<file path="config.mk">
export PLATFORM = sky130hd
export DESIGN_NAME = video_timing_meter
export DESIGN_NICKNAME = d
export VERILOG_FILES = /design/src/rtl/video_timing_meter.sv
export SDC_FILE = /design/constraint.sdc
export NUM_CORES = 1
export LEC_CHECK = 0
export BUFFER_PORTS_ARGS = -buffer_cell sky130_fd_sc_hd__buf_2
export CAP_MARGIN = 40
export CORE_ASPECT_RATIO = 0.7
export CORE_MARGIN = 2
export CORE_UTILIZATION = 52
export DETAILED_ROUTE_END_ITERATION = 6
export PLACE_DENSITY = 0.77
export SLEW_MARGIN = 15
export SYNTH_ARGS = -nofsm -noshare
export SYNTH_HDL_FRONTEND = slang
export SYNTH_SLANG_ARGS = --single-unit
</file>
<file path="constraint.sdc">
create_clock -name clk -period 4.5 [get_ports clk]
set_input_delay 0 -clock clk [delete_from_list [all_inputs] [get_ports clk]]
set_output_delay 0 -clock clk [all_outputs]
set_load 0.01 [all_outputs]
</file>
<file path="src/rtl/video_timing_meter.sv">
`default_nettype none
// ============================================================================
// Module   : video_timing_meter
// Brief    : Passive raster meter. Infers sync polarity and measures line and
//            frame totals, active extents and sync lengths, publishing them
//            once per frame. Optional CRC-16 of active pixels when
//            VIDEO_METER_CRC_EN is defined.
// Revision : 1.0 - initial release
// ============================================================================
module video_timing_meter #(
    parameter int CNT_W = 12
) (
    input  logic             clk,
    input  logic             reset,
    input  logic             ce_pix,
    input  logic             h_sync,
    input  logic             v_sync,
    input  logic             de,
    input  logic [7:0]       r,
    input  logic [7:0]       g,
    input  logic [7:0]       b,
    output logic [CNT_W-1:0] h_total,
    output logic [CNT_W-1:0] h_active,
    output logic [CNT_W-1:0] h_sync_len,
    output logic [CNT_W-1:0] v_total,
    output logic [CNT_W-1:0] v_active,
    output logic [CNT_W-1:0] v_sync_len,
    output logic             hs_pol,
    output logic             vs_pol,
    output logic             frame_stb,
    output logic             meas_valid,
    output logic             stable,
    output logic [15:0]      crc
);

    localparam logic [CNT_W-1:0] C_CNT_MAX = '1;
    localparam logic [CNT_W-1:0] C_CNT_ONE = CNT_W'(1);

    function automatic logic [CNT_W-1:0] sat_inc(input logic [CNT_W-1:0] v);
        return (v == C_CNT_MAX) ? v : v + C_CNT_ONE;
    endfunction

    logic             r_hs_pol, r_vs_pol;
    logic             r_hs_a_prev, r_vs_a_ls, r_armed, r_line_had_de;
    logic [CNT_W-1:0] r_hc, r_hsc, r_hac, r_vc, r_vsc, r_vac;
    logic [CNT_W-1:0] r_h_total, r_h_active, r_h_sync_len;
    logic [CNT_W-1:0] r_v_total, r_v_active, r_v_sync_len;
    logic             r_pub_hs_pol, r_pub_vs_pol;
    logic             r_frame_stb, r_meas_valid, r_stable;

    logic             w_hs_a, w_vs_a, w_line_start, w_frame_start;
    logic             w_hs_pol_nxt, w_vs_pol_nxt, w_same, w_crc_same;
    logic [CNT_W-1:0] w_vac_done;

    assign w_hs_a        = r_hs_pol ? h_sync : ~h_sync;
    assign w_vs_a        = r_vs_pol ? v_sync : ~v_sync;
    assign w_line_start  = w_hs_a & ~r_hs_a_prev;
    assign w_frame_start = w_line_start & w_vs_a & ~r_vs_a_ls;
    assign w_hs_pol_nxt  = de ? ~h_sync : r_hs_pol;
    assign w_vs_pol_nxt  = de ? ~v_sync : r_vs_pol;
    // Line that is completing at this line start still counts toward v_active
    assign w_vac_done    = r_line_had_de ? sat_inc(r_vac) : r_vac;

    assign w_same = (r_hc == r_h_total) && (r_hac == r_h_active) &&
                    (r_hsc == r_h_sync_len) && (r_vc == r_v_total) &&
                    (w_vac_done == r_v_active) && (r_vsc == r_v_sync_len) &&
                    (w_hs_pol_nxt == r_pub_hs_pol) && (w_vs_pol_nxt == r_pub_vs_pol) &&
                    w_crc_same;

`ifdef VIDEO_METER_CRC_EN
    function automatic logic [15:0] crc16_24(input logic [15:0] c, input logic [23:0] d);
        logic [15:0] x;
        x = c;
        for (int i = 23; i >= 0; i--) begin
            x = {x[14:0], 1'b0} ^ ((x[15] ^ d[i]) ? 16'h1021 : 16'h0000);
        end
        return x;
    endfunction

    logic [15:0] r_crc_run, r_crc_pub;

    always_ff @(posedge clk or posedge reset) begin
        if (reset) begin
            r_crc_run <= 16'hFFFF;
            r_crc_pub <= 16'h0000;
        end else if (ce_pix) begin
            if (w_frame_start) begin
                if (r_armed) r_crc_pub <= r_crc_run;
                r_crc_run <= de ? crc16_24(16'hFFFF, {r, g, b}) : 16'hFFFF;
            end else if (de) begin
                r_crc_run <= crc16_24(r_crc_run, {r, g, b});
            end
        end
    end

    assign w_crc_same = (r_crc_run == r_crc_pub);
    assign crc        = r_crc_pub;
`else
    logic w_unused_rgb;
    assign w_unused_rgb = ^{r, g, b};
    assign w_crc_same   = 1'b1;
    assign crc          = 16'h0000;
`endif

    always_ff @(posedge clk or posedge reset) begin
        if (reset) begin
            r_hs_pol      <= 1'b0;
            r_vs_pol      <= 1'b0;
            r_hs_a_prev   <= 1'b0;
            r_vs_a_ls     <= 1'b0;
            r_armed       <= 1'b0;
            r_line_had_de <= 1'b0;
            r_hc          <= '0;
            r_hsc         <= '0;
            r_hac         <= '0;
            r_vc          <= '0;
            r_vsc         <= '0;
            r_vac         <= '0;
            r_h_total     <= '0;
            r_h_active    <= '0;
            r_h_sync_len  <= '0;
            r_v_total     <= '0;
            r_v_active    <= '0;
            r_v_sync_len  <= '0;
            r_pub_hs_pol  <= 1'b0;
            r_pub_vs_pol  <= 1'b0;
            r_frame_stb   <= 1'b0;
            r_meas_valid  <= 1'b0;
            r_stable      <= 1'b0;
        end else begin
            r_frame_stb <= 1'b0;
            if (ce_pix) begin
                r_hs_a_prev <= w_hs_a;
                r_hs_pol    <= w_hs_pol_nxt;
                r_vs_pol    <= w_vs_pol_nxt;
                if (w_line_start) begin
                    // Current sample is the first of the new line
                    r_hc          <= C_CNT_ONE;
                    r_hsc         <= C_CNT_ONE;
                    r_hac         <= {{(CNT_W-1){1'b0}}, de};
                    r_line_had_de <= de;
                    r_vs_a_ls     <= w_vs_a;
                    if (w_frame_start) begin
                        r_vc    <= C_CNT_ONE;
                        r_vsc   <= C_CNT_ONE;
                        r_vac   <= '0;
                        r_armed <= 1'b1;
                        if (r_armed) begin
                            r_h_total    <= r_hc;
                            r_h_active   <= r_hac;
                            r_h_sync_len <= r_hsc;
                            r_v_total    <= r_vc;
                            r_v_active   <= w_vac_done;
                            r_v_sync_len <= r_vsc;
                            r_pub_hs_pol <= w_hs_pol_nxt;
                            r_pub_vs_pol <= w_vs_pol_nxt;
                            r_stable     <= w_same;
                            r_frame_stb  <= 1'b1;
                            r_meas_valid <= 1'b1;
                        end
                    end else begin
                        r_vc  <= sat_inc(r_vc);
                        r_vac <= w_vac_done;
                        if (w_vs_a) r_vsc <= sat_inc(r_vsc);
                    end
                end else begin
                    r_hc <= sat_inc(r_hc);
                    if (w_hs_a) r_hsc <= sat_inc(r_hsc);
                    if (de) begin
                        r_hac         <= sat_inc(r_hac);
                        r_line_had_de <= 1'b1;
                    end
                end
            end
        end
    end

    assign h_total    = r_h_total;
    assign h_active   = r_h_active;
    assign h_sync_len = r_h_sync_len;
    assign v_total    = r_v_total;
    assign v_active   = r_v_active;
    assign v_sync_len = r_v_sync_len;
    assign hs_pol     = r_hs_pol;
    assign vs_pol     = r_vs_pol;
    assign frame_stb  = r_frame_stb;
    assign meas_valid = r_meas_valid;
    assign stable     = r_stable;

endmodule
`default_nettype wire

</file>
==> reports/qor.txt <==
Syn_area_per_cell -> 8.89 um2
CP required -> 4810 ps
Starting DRT DRC Count -> 670
Worst Path Arrival -> 3560 ps
Fin Setup TNS -> 0 ps
Main flop type after synthesis -> dfrtp_1
Area Growth Syn to Fin -> 13.7%
Placement Cell Area -> 8690 um2
Clock power share -> 33.1%
Buffers on Ports -> 82
Max Freq -> 307 MHz
Post-synth EDFFs -> 0
Post-synthesis mux area share -> 0.883%
Ant. Diodes -> 0
Switching share of power -> 34.8%
Worst Setup EP -> r_pub_hs_pol
First-pass GRT wire length -> 33400 um
Netlist cell types -> 66
Launching point of the worst reg2reg path -> hs_pol
Die Area -> 16800 um2
Post-Layout Cell Count -> 1200
Cell count after placement -> 1162
Setup violators final -> 0
Layout cells sized above 1 -> 14.4%
Clk_lat worst skew -> 430 ps
Top cells by area, synth -> dfrtp_1 (47%), nand2_1 (9.9%), xor2_1 (9.1%)
CTS clock-pin slew for the worst setup and hold paths -> 60 ps
Combinational power share -> 23.8%
Aggregate global-route resource usage -> 25.6%
Clk buf depth -> 2
Grt total ovfl -> 0
Final instance area -> 9350 um2
Int Power -> 2940 uW
Min cycle time layout -> 3250 ps
Area leader, netlist -> dfrtp_1
Leak pwr -> 0.00477 uW
Largest net degree at the start of global routing -> 61
DRC Markers -> 0
FF-to-FF End -> r_pub_hs_pol
Die X -> 154 um
# clock sinks -> 155
Antenna violations before repair -> 0
Fillers -> 1319
Most frequent cells in the layout -> nand2_1 (217), dfrtp_1 (155), xor2_1 (85)
Ys Warns -> 0
Hold WC Path Type -> primary input to flip-flop
Share of the synthesized area in the top cell type -> 47.2%
Root buf cell -> clkbuf_16
Post-synthesis async set-or-reset flop share -> 100%
Worst Skew -> 9.69 ps
Kind of critical path -> flip-flop to flip-flop
Post-synthesis sequential area ratio -> 47.2%
PostCTS Resize Cnt -> 0
ANT nets after route -> 0
Mapped Cells -> 924
Placer Congestion -> 0.902
Final Util -> 60.5%
Final worst path period share -> 72.3%
DRT Pass-1 Iters -> 5
CP max FO -> 43
Mapped cell area -> 8220 um2
Fin. Hold Viols -> 0
Routed vias/inst -> 5.65
Post-synthesis adder-cell area fraction -> 0.914%
FF-to-FF setup slack -> 1250 ps
Cts bufs inserted -> 17
DR WL/cell -> 17.4 um
Seq pwr share -> 43.1%
# IOs -> 123
Peak supply drop -> 269 uV
Max cap viols -> 0
Number of global-route vias before repair -> 6263
Nets -> 1023
Synthesis-stage register bit count -> 155
Dpl hpwl -> 14500 um
Core area -> 15500 um2
RSZ-0062 raised after global routing -> false
FF-to-FF path depth -> 6
Die Height -> 109 um
Total power -> 4520 uW
Pwr/cell area -> 483 nW/um2
Initial core utilization -> 53.2%
Slew Limit Fails -> 0
DR vias -> 6783
Crit path launch type -> flip-flop
Worst Tran Pin Value -> 887 ps
FP Rows -> 38
Fraction of the mapped netlist area in compound gates -> 8.05%
Crit end category -> flip-flop
Largest family of logic cells by synthesized area -> simple AND/OR/NAND/NOR gates
XOR/XNOR Fraction of Synth Area -> 13.1%
Slew margin rel. -> 40.7%
Status -> finished, final reports clean
Worst setup startpoint -> hs_pol
Final wirelength -> 20900 um
Htree depth -> 4
Simple logic cell fraction of the synthesized area -> 24.9%
Most common cell after layout, fill and taps aside -> nand2_1
CTS tree -> yes
Psw -> 1570 uW
==> synthesized netlist by cell type, types with 3 or more instances <==
| cell | n |
|---|---|
| o31ai_1 | 4 |
| o21ai_1 | 7 |
| nand2_1 | 217 |
| a21oi_1 | 24 |
| xnor2_1 | 36 |
| nor4_1 | 25 |
| ha_1 | 6 |
| nand4_1 | 31 |
| or2_2 | 3 |
| and2_1 | 5 |
| inv_1 | 19 |
| clkbuf_1 | 39 |
| xor2_1 | 85 |
| and4_1 | 5 |
| dfrtp_1 | 155 |
| nand3_1 | 31 |
| nor3_1 | 15 |
| buf_4 | 16 |
| or3_1 | 9 |
| a21o_1 | 3 |
| and3_1 | 12 |
| mux2i_1 | 5 |
| o21ai_0 | 31 |
| buf_2 | 9 |
| nor2_1 | 77 |
| a22o_1 | 4 |
==> final cells by class <==
| class | count | area, um2 | share of cell area, % |
|---|---|---|---|
| well taps | 200 | 250 | 2.68 |
| inverters | 20 | 80.1 | 0.857 |
| clock buffers | 18 | 439 | 4.70 |
| flip-flops and latches | 155 | 3880 | 41.5 |
| repair buffers | 96 | 536 | 5.73 |
| clock inverters | 14 | 169 | 1.81 |
| multi-input cells | 697 | 4000 | 42.7 |
==> cells by family after synthesis <==
| family | after synthesis |
|---|---|
| and+or+nand+nor | 446 |
| DFF | 155 |
| xor gates and xnor gates | 122 |
| AOI/OAI and AO/OA | 100 |
| buffers and inverters | 87 |
| muxes | 7 |
| adders and majority gates | 6 |
| other | 1 |
==> critical path, stage by stage, from the launching register on <==
cell and delay, ps:
dfrtp_1 460, xnor2_2 320, nand3_1 480, or3_2 640, inv_2 330, buf_4 500, mux2_2 390
==> stage by stage <==
stage	hold slack (ps)	setup WS [ps]
after global routing	87.9	1070
after detailed placement	24.2	1260
after CTS	10.5	1250
final	22.8	1250
after global placement	26.1	1310
after floorplan	84.9	322
==> how the worst min path moves through the flow <==
stage	start	to	slack, ps	cells after the start
4_1_cts	de	r_pub_vs_pol	10	4
2_1_floorplan	v_sync	vs_pol	80	1
5_1_grt	de	r_pub_vs_pol	90	4
3_3_place_gp	reset	h_sync_len[8]	30	2
6_report	de	r_pub_vs_pol	20	4
3_5_place_dp	reset	h_sync_len[8]	20	2
==> what timing repair did <==
item | CTS | global route
hold buffers | 4 | 0
hold endpoints to repair | 44 | 0
setup buffers | 0 | 0
==> power groups by stage <==
stage	sequential (uW)	clock, uW	combinational [uW]
2_1_floorplan	1890	0	745
3_3_place_gp	1940	0	1030
3_5_place_dp	1960	0	1060
4_1_cts	1940	1500	1070
5_1_grt	1980	1560	1190
6_report	1950	1490	1080
==> routing by layer <==
metal	share of wire, %	GRT usage (%)	wire length, um
met1	48	38.4	9990
met2	44	38.6	9170
met3	7.2	4.45	1500
met4	1.2	7.08	257
met5	0	0	0
Note: power is estimated with default switching activity, not from simulation.
